### config.mk
export PLATFORM = sky130hd
export DESIGN_NAME = spi_peripheral
export DESIGN_NICKNAME = d
export VERILOG_FILES = /design/src/rtl/spi_pkg.sv /design/src/rtl/spi_sync_edge.sv /design/src/rtl/spi_peripheral.sv
export SDC_FILE = /design/constraint.sdc
export NUM_CORES = 1
export LEC_CHECK = 0
export CORE_UTILIZATION = 45
export CTS_CLUSTER_DIAMETER = 150
export DETAILED_ROUTE_END_ITERATION = 10
export PLACE_DENSITY = 0.8
export SETUP_SLACK_MARGIN = 0.05
export SKIP_LAST_GASP = 1
export SLEW_MARGIN = 20
export SYNTH_ARGS = -nofsm -noshare
export SYNTH_HDL_FRONTEND = slang
export SYNTH_SLANG_ARGS = --single-unit
### constraint.sdc
create_clock -name clk -period 4.37 [get_ports clk]
set_input_delay 0.437 -clock clk [delete_from_list [all_inputs] [get_ports clk]]
set_output_delay 0.437 -clock clk [all_outputs]
set_load 0.005 [all_outputs]
### src/rtl/spi_pkg.sv
// Shared constants and types for the write-only SPI register target.
// Frame layout, register address map and FSM state encoding.
package spi_pkg;

   localparam int FRAME_BITS = 16;

   localparam logic [6:0] ADDR_EN_OUT_LO = 7'h00;
   localparam logic [6:0] ADDR_EN_OUT_HI = 7'h01;
   localparam logic [6:0] ADDR_EN_PWM_LO = 7'h02;
   localparam logic [6:0] ADDR_EN_PWM_HI = 7'h03;
   localparam logic [6:0] ADDR_DUTY      = 7'h04;

   typedef enum logic [1:0] {
      ST_IDLE,
      ST_SHIFT,
      ST_COMMIT
   } state_e;

endpackage

### src/rtl/spi_sync_edge.sv
// Multi-flop synchroniser for one asynchronous pin plus an edge register.
// Ports: clk_i, rst_n_i, d_i (raw pin); level_o, rise_o, fall_o (clk domain).
module spi_sync_edge #(
   parameter int   SYNC_STAGES = 2,
   parameter logic RST_VAL     = 1'b0
) (
   input  logic clk_i,
   input  logic rst_n_i,
   input  logic d_i,
   output logic level_o,
   output logic rise_o,
   output logic fall_o
);

   logic [SYNC_STAGES-1:0] sync_q;
   logic                   prev_q;

   always_ff @(posedge clk_i or negedge rst_n_i) begin
      if (!rst_n_i) begin
         sync_q <= {SYNC_STAGES{RST_VAL}};
         prev_q <= RST_VAL;
      end else begin
         sync_q <= {sync_q[SYNC_STAGES-2:0], d_i};
         prev_q <= sync_q[SYNC_STAGES-1];
      end
   end

   assign level_o = sync_q[SYNC_STAGES-1];
   assign rise_o  = level_o & ~prev_q;
   assign fall_o  = ~level_o & prev_q;

endmodule

### src/rtl/spi_peripheral.sv
// Mode-0 write-only SPI target driving the five PWM control registers.
// Ports: clk, rst_n, sclk/copi/ncs pins in; five 8-bit register outputs.
module spi_peripheral
   import spi_pkg::*;
#(
   parameter int SYNC_STAGES = 2,
   parameter int NUM_REGS    = 5
) (
   input  logic       clk,
   input  logic       rst_n,
   input  logic       sclk,
   input  logic       copi,
   input  logic       ncs,
   output logic [7:0] en_reg_out_7_0,
   output logic [7:0] en_reg_out_15_8,
   output logic [7:0] en_reg_pwm_7_0,
   output logic [7:0] en_reg_pwm_15_8,
   output logic [7:0] pwm_duty_cycle
);

   logic sclk_lvl, sclk_rise, sclk_fall;
   logic copi_lvl, copi_rise, copi_fall;
   logic ncs_lvl, ncs_rise, ncs_fall;

   spi_sync_edge #(
      .SYNC_STAGES (SYNC_STAGES),
      .RST_VAL     (1'b0)
   ) u_sclk (
      .clk_i   (clk),
      .rst_n_i (rst_n),
      .d_i     (sclk),
      .level_o (sclk_lvl),
      .rise_o  (sclk_rise),
      .fall_o  (sclk_fall)
   );

   spi_sync_edge #(
      .SYNC_STAGES (SYNC_STAGES),
      .RST_VAL     (1'b0)
   ) u_copi (
      .clk_i   (clk),
      .rst_n_i (rst_n),
      .d_i     (copi),
      .level_o (copi_lvl),
      .rise_o  (copi_rise),
      .fall_o  (copi_fall)
   );

   // Idle-high reset value keeps reset release from looking like a frame start.
   spi_sync_edge #(
      .SYNC_STAGES (SYNC_STAGES),
      .RST_VAL     (1'b1)
   ) u_ncs (
      .clk_i   (clk),
      .rst_n_i (rst_n),
      .d_i     (ncs),
      .level_o (ncs_lvl),
      .rise_o  (ncs_rise),
      .fall_o  (ncs_fall)
   );

   logic unused_edges;
   assign unused_edges = ^{sclk_lvl, sclk_fall, copi_rise, copi_fall};

   state_e      state_q;
   logic [15:0] shift_q, shift_d;
   logic [4:0]  cnt_q, cnt_d;
   logic        ovf_q;
   logic        relatch_q;
   logic [7:0]  reg0_q, reg1_q, reg2_q, reg3_q, reg4_q;
   logic        frame_ok;

   assign shift_d = {shift_q[14:0], copi_lvl};
   assign cnt_d   = cnt_q + 5'd1;

   assign frame_ok = (cnt_q == 5'(FRAME_BITS)) && !ovf_q &&
                     shift_q[15] &&
                     (shift_q[14:8] < 7'(NUM_REGS));

   always_ff @(posedge clk or negedge rst_n) begin
      if (!rst_n) begin
         state_q   <= ST_IDLE;
         shift_q   <= '0;
         cnt_q     <= '0;
         ovf_q     <= 1'b0;
         relatch_q <= 1'b0;
         reg0_q    <= '0;
         reg1_q    <= '0;
         reg2_q    <= '0;
         reg3_q    <= '0;
         reg4_q    <= '0;
      end else begin
         unique case (state_q)
            ST_IDLE: begin
               relatch_q <= 1'b0;
               // relatch_q catches a falling edge that landed during COMMIT.
               if (ncs_fall || (!ncs_lvl && relatch_q)) begin
                  state_q <= ST_SHIFT;
                  shift_q <= '0;
                  cnt_q   <= '0;
                  ovf_q   <= 1'b0;
               end
            end
            ST_SHIFT: begin
               // ncs rise wins over a coincident sclk rise.
               if (ncs_rise) begin
                  state_q <= frame_ok ? ST_COMMIT : ST_IDLE;
               end else if (sclk_rise && !ncs_lvl) begin
                  if (cnt_q == 5'(FRAME_BITS)) begin
                     ovf_q <= 1'b1;
                  end else begin
                     shift_q <= shift_d;
                     cnt_q   <= cnt_d;
                  end
               end
            end
            ST_COMMIT: begin
               case (shift_q[14:8])
                  ADDR_EN_OUT_LO: reg0_q <= shift_q[7:0];
                  ADDR_EN_OUT_HI: reg1_q <= shift_q[7:0];
                  ADDR_EN_PWM_LO: reg2_q <= shift_q[7:0];
                  ADDR_EN_PWM_HI: reg3_q <= shift_q[7:0];
                  ADDR_DUTY:      reg4_q <= shift_q[7:0];
                  default: ;
               endcase
               relatch_q <= !ncs_lvl;
               state_q   <= ST_IDLE;
            end
            default: state_q <= ST_IDLE;
         endcase
      end
   end

   assign en_reg_out_7_0  = reg0_q;
   assign en_reg_out_15_8 = reg1_q;
   assign en_reg_pwm_7_0  = reg2_q;
   assign en_reg_pwm_15_8 = reg3_q;
   assign pwm_duty_cycle  = reg4_q;

endmodule

==> results.sh <==
export IMPL_drt_total_wl_um=5692
export IMPL_drtIter0Drc=81
export IMPL_drive_above_1_share=0.2707
export IMPL_layout_commonest_cell="dfrtp_1"
export IMPL_postCtsHoldBufs=0
export IMPL_final_cell_mix="dfrtp_1, mux2_2, clkdlybuf4s50_1"
export IMPL_hp_class="in -> async"
export IMPL_dr_pass1_iters=4
export IMPL_antenna_found_initial=0
export IMPL_worstSkewPairLatency_ps=350
export IMPL_final_hold_violation_count=0
export IMPL_pwr_density_cell_nw_per_um2=394.9
export IMPL_synth_seq_cells=73
export IMPL_rsz0062_at_grt="false"
export IMPL_num_antenna_cells=0
export IMPL_place_congestion=0.7819
export IMPL_async_flop_share=1.000
export IMPL_setup_viol_count_final=0
export IMPL_clock_skew_ps=11.22
export IMPL_area_growth_pct=26.10
export IMPL_clock_path_buffers=2
export IMPL_synth_area_per_cell_um2=13.86
export IMPL_synthCells=211
export IMPL_cap_viol_max_count=0
export IMPL_num_rows=29
export IMPL_ff_latch_area_um2=1831
export IMPL_grt_max_degree=51
export IMPL_worst_slew_pin_slew_ps=947.5
export IMPL_cts_sinks=73
export IMPL_fmax_mhz=336.1
export IMPL_io_pins=45
export IMPL_critPathMaxFanout=13
export IMPL_vias=1805
export IMPL_setup_tns_ps=0
export IMPL_endpoint_kind="flip-flop"
export IMPL_multi_input_comb_area_um2=1027
export IMPL_place_hpwl_um=3755
export IMPL_viasPerCell=5.262
export IMPL_fill_cells=517
export IMPL_cp_start_kind="flip-flop"
export IMPL_antenna_left=0
export IMPL_grt_usage=0.1860
export IMPL_setup_worst_path_class="reg -> reg"
export IMPL_htreeDepth=3
export IMPL_cp_arrival_ps=3210
export IMPL_initial_core_util=0.4631
export IMPL_syn_num_nets=218
export IMPL_required_ps=4600
export IMPL_cts_resized_gates=0
export IMPL_floorplan_die_area_um2=6824
export IMPL_synth_cell_types=29
export IMPL_place_ws_ps=1489
export IMPL_first_global_vias=1794
export IMPL_finalMaxSlewViolations=0
export IMPL_die_w_um=82.61
export IMPL_layout_nets=269
export IMPL_synth_warning_count=0
export IMPL_portBuffers=44
export IMPL_die_y_um=82.61
export IMPL_ys_flop_type="dfrtp_1"
export IMPL_synth_edf_count=0
export IMPL_layout_setup_ws_ps=1395
export IMPL_clkTransAtPathRegs_ps=70
export IMPL_p_leak_nw=1.695
export IMPL_root_buffer="clkbuf_8"
export IMPL_wl_per_cell_um=16.59
export IMPL_fin_crit_ps=2975
export IMPL_cts_setup_buffers=0
export IMPL_cts_buffers=9
export IMPL_netlist_area_um2=2924
export IMPL_ys_seq_area_frac=0.6260
export IMPL_cts_tree="built"
export IMPL_grt_overflow=0
export IMPL_status="finished, final reports clean"
export IMPL_core_um2=6314
export IMPL_drc=0
export IMPL_grt_pass1_wl_um=9045
export IMPL_relSlewSlack=0.3594
export IMPL_ir_worst_vdd_mv=0.2659
export IMPL_period_share=0.6808
-- cell usage after synthesis, types with 4 or more instances --
cell type | instances | area [um2]
inv_1 | 13 | 48.80
nor3_4 | 4 | 65.06
nand3_1 | 4 | 20.02
mux2_2 | 45 | 506.7
nand2_1 | 14 | 52.55
dfrtp_1 | 70 | 1752
nand2b_1 | 4 | 25.02
mux2i_1 | 12 | 120.1
nor2_1 | 10 | 37.54
-- critical path: stages (launching register included) --
cell	delay [ps]
dfrtp_1	420
nand2b_1	340
nor4b_1	860
a2bb2oi_2	550
buf_4	340
mux2_2	350
-- metal layers --
| layer | track usage | share of wire | up-vias |
|---|---|---|---|
| met3 | 0.06484 | 0.038 | 7 |
| met2 | 0.2777 | 0.48 | 40 |
| met5 | 0 | 0 | - |
| li1 | - | - | 834 |
| met4 | 0.07241 | 0.015 | 0 |
| met1 | 0.2489 | 0.46 | 924 |
-- registers in the layout, indices dropped and copies added, names as in the netlist --
| name | count |
|---|---|
| cnt_q | 5 |
| en_reg_out_15_8 | 8 |
| en_reg_out_7_0 | 8 |
| en_reg_pwm_15_8 | 8 |
| en_reg_pwm_7_0 | 8 |
| ovf_q | 1 |
| pwm_duty_cycle | 8 |
| relatch_q | 1 |
| shift_q | 16 |
| state_q | 2 |
| u_copi.sync_q | 2 |
| u_ncs.prev_q | 1 |
| u_ncs.sync_q | 2 |
| u_sclk.prev_q | 1 |
| u_sclk.sync_q | 2 |
-- metrics by stage --
step	std cells	power, W	utilization	hold WS (ps)	area, um2
after floorplan	211	0.0008049	-	141.4	2924
after global placement	328	0.0008429	0.5466	335.7	3451
after global routing	343	0.001517	0.5840	141.8	3687
after CTS	343	0.001465	0.5832	325.7	3682
final	343	0.001456	0.5840	107.7	3687
after detailed placement	328	0.0008485	0.5466	339.6	3451
-- worst paths after layout --
check / depth (start not counted) / to / from / slack (ps)
worst max-delay path: 5 / shift_q[7]$_DFFE_PN0P_ / state_q[1]$_DFFE_PN0P_ / 1390
worst min-delay path: 1 / cnt_q[0]$_DFFE_PN0P_ / rst_n / 110
worst max register to register: 5 / shift_q[7]$_DFFE_PN0P_ / state_q[1]$_DFFE_PN0P_ / 1390
worst min register to register: 0 / u_sclk.sync_q[1]$_DFF_PN0_ / u_sclk.sync_q[0]$_DFF_PN0_ / 350
max in group asynchronous: 2 / u_ncs.sync_q[0]$_DFF_PN1_ / rst_n / 3470
min in group clk: 0 / u_sclk.sync_q[1]$_DFF_PN0_ / u_sclk.sync_q[0]$_DFF_PN0_ / 350
-- cell families (layout without fill, tap and decap cells) --
| family | Yosys count | in the layout | share of synthesized area |
|---|---|---|---|
| adder cells (fa/ha/maj) | 2 | 2 | 0.008557 |
| multiplexers | 58 | 58 | 0.2182 |
| AND/OR/NAND/NOR | 48 | 48 | 0.09542 |
| AO/OA/AOI/OAI | 11 | 11 | 0.02610 |
| flip-flops | 73 | 73 | 0.6260 |
| buffers and inverters | 19 | 74 | 0.02567 |
-- report_power, final --
group | total, W | switching, W | internal [W]
clock network | 0.000620 | 0.000246 | 0.000374
registers | 0.000731 | 0.0000296 | 0.000702
logic | 0.000105 | 0.0000651 | 0.0000401
total | 0.00146 | 0.000340 | 0.00112
-- area by class of cell --
class                   instances  share of cell area
well taps                      77             0.02613
flip-flops and latches         73              0.4964
inverters                      13             0.01323
clock buffers                   9             0.03359
repair buffers                 46              0.1228
clock inverters                 6             0.02918
multi-input cells             119              0.2786
(Power assumes the default switching activity.)
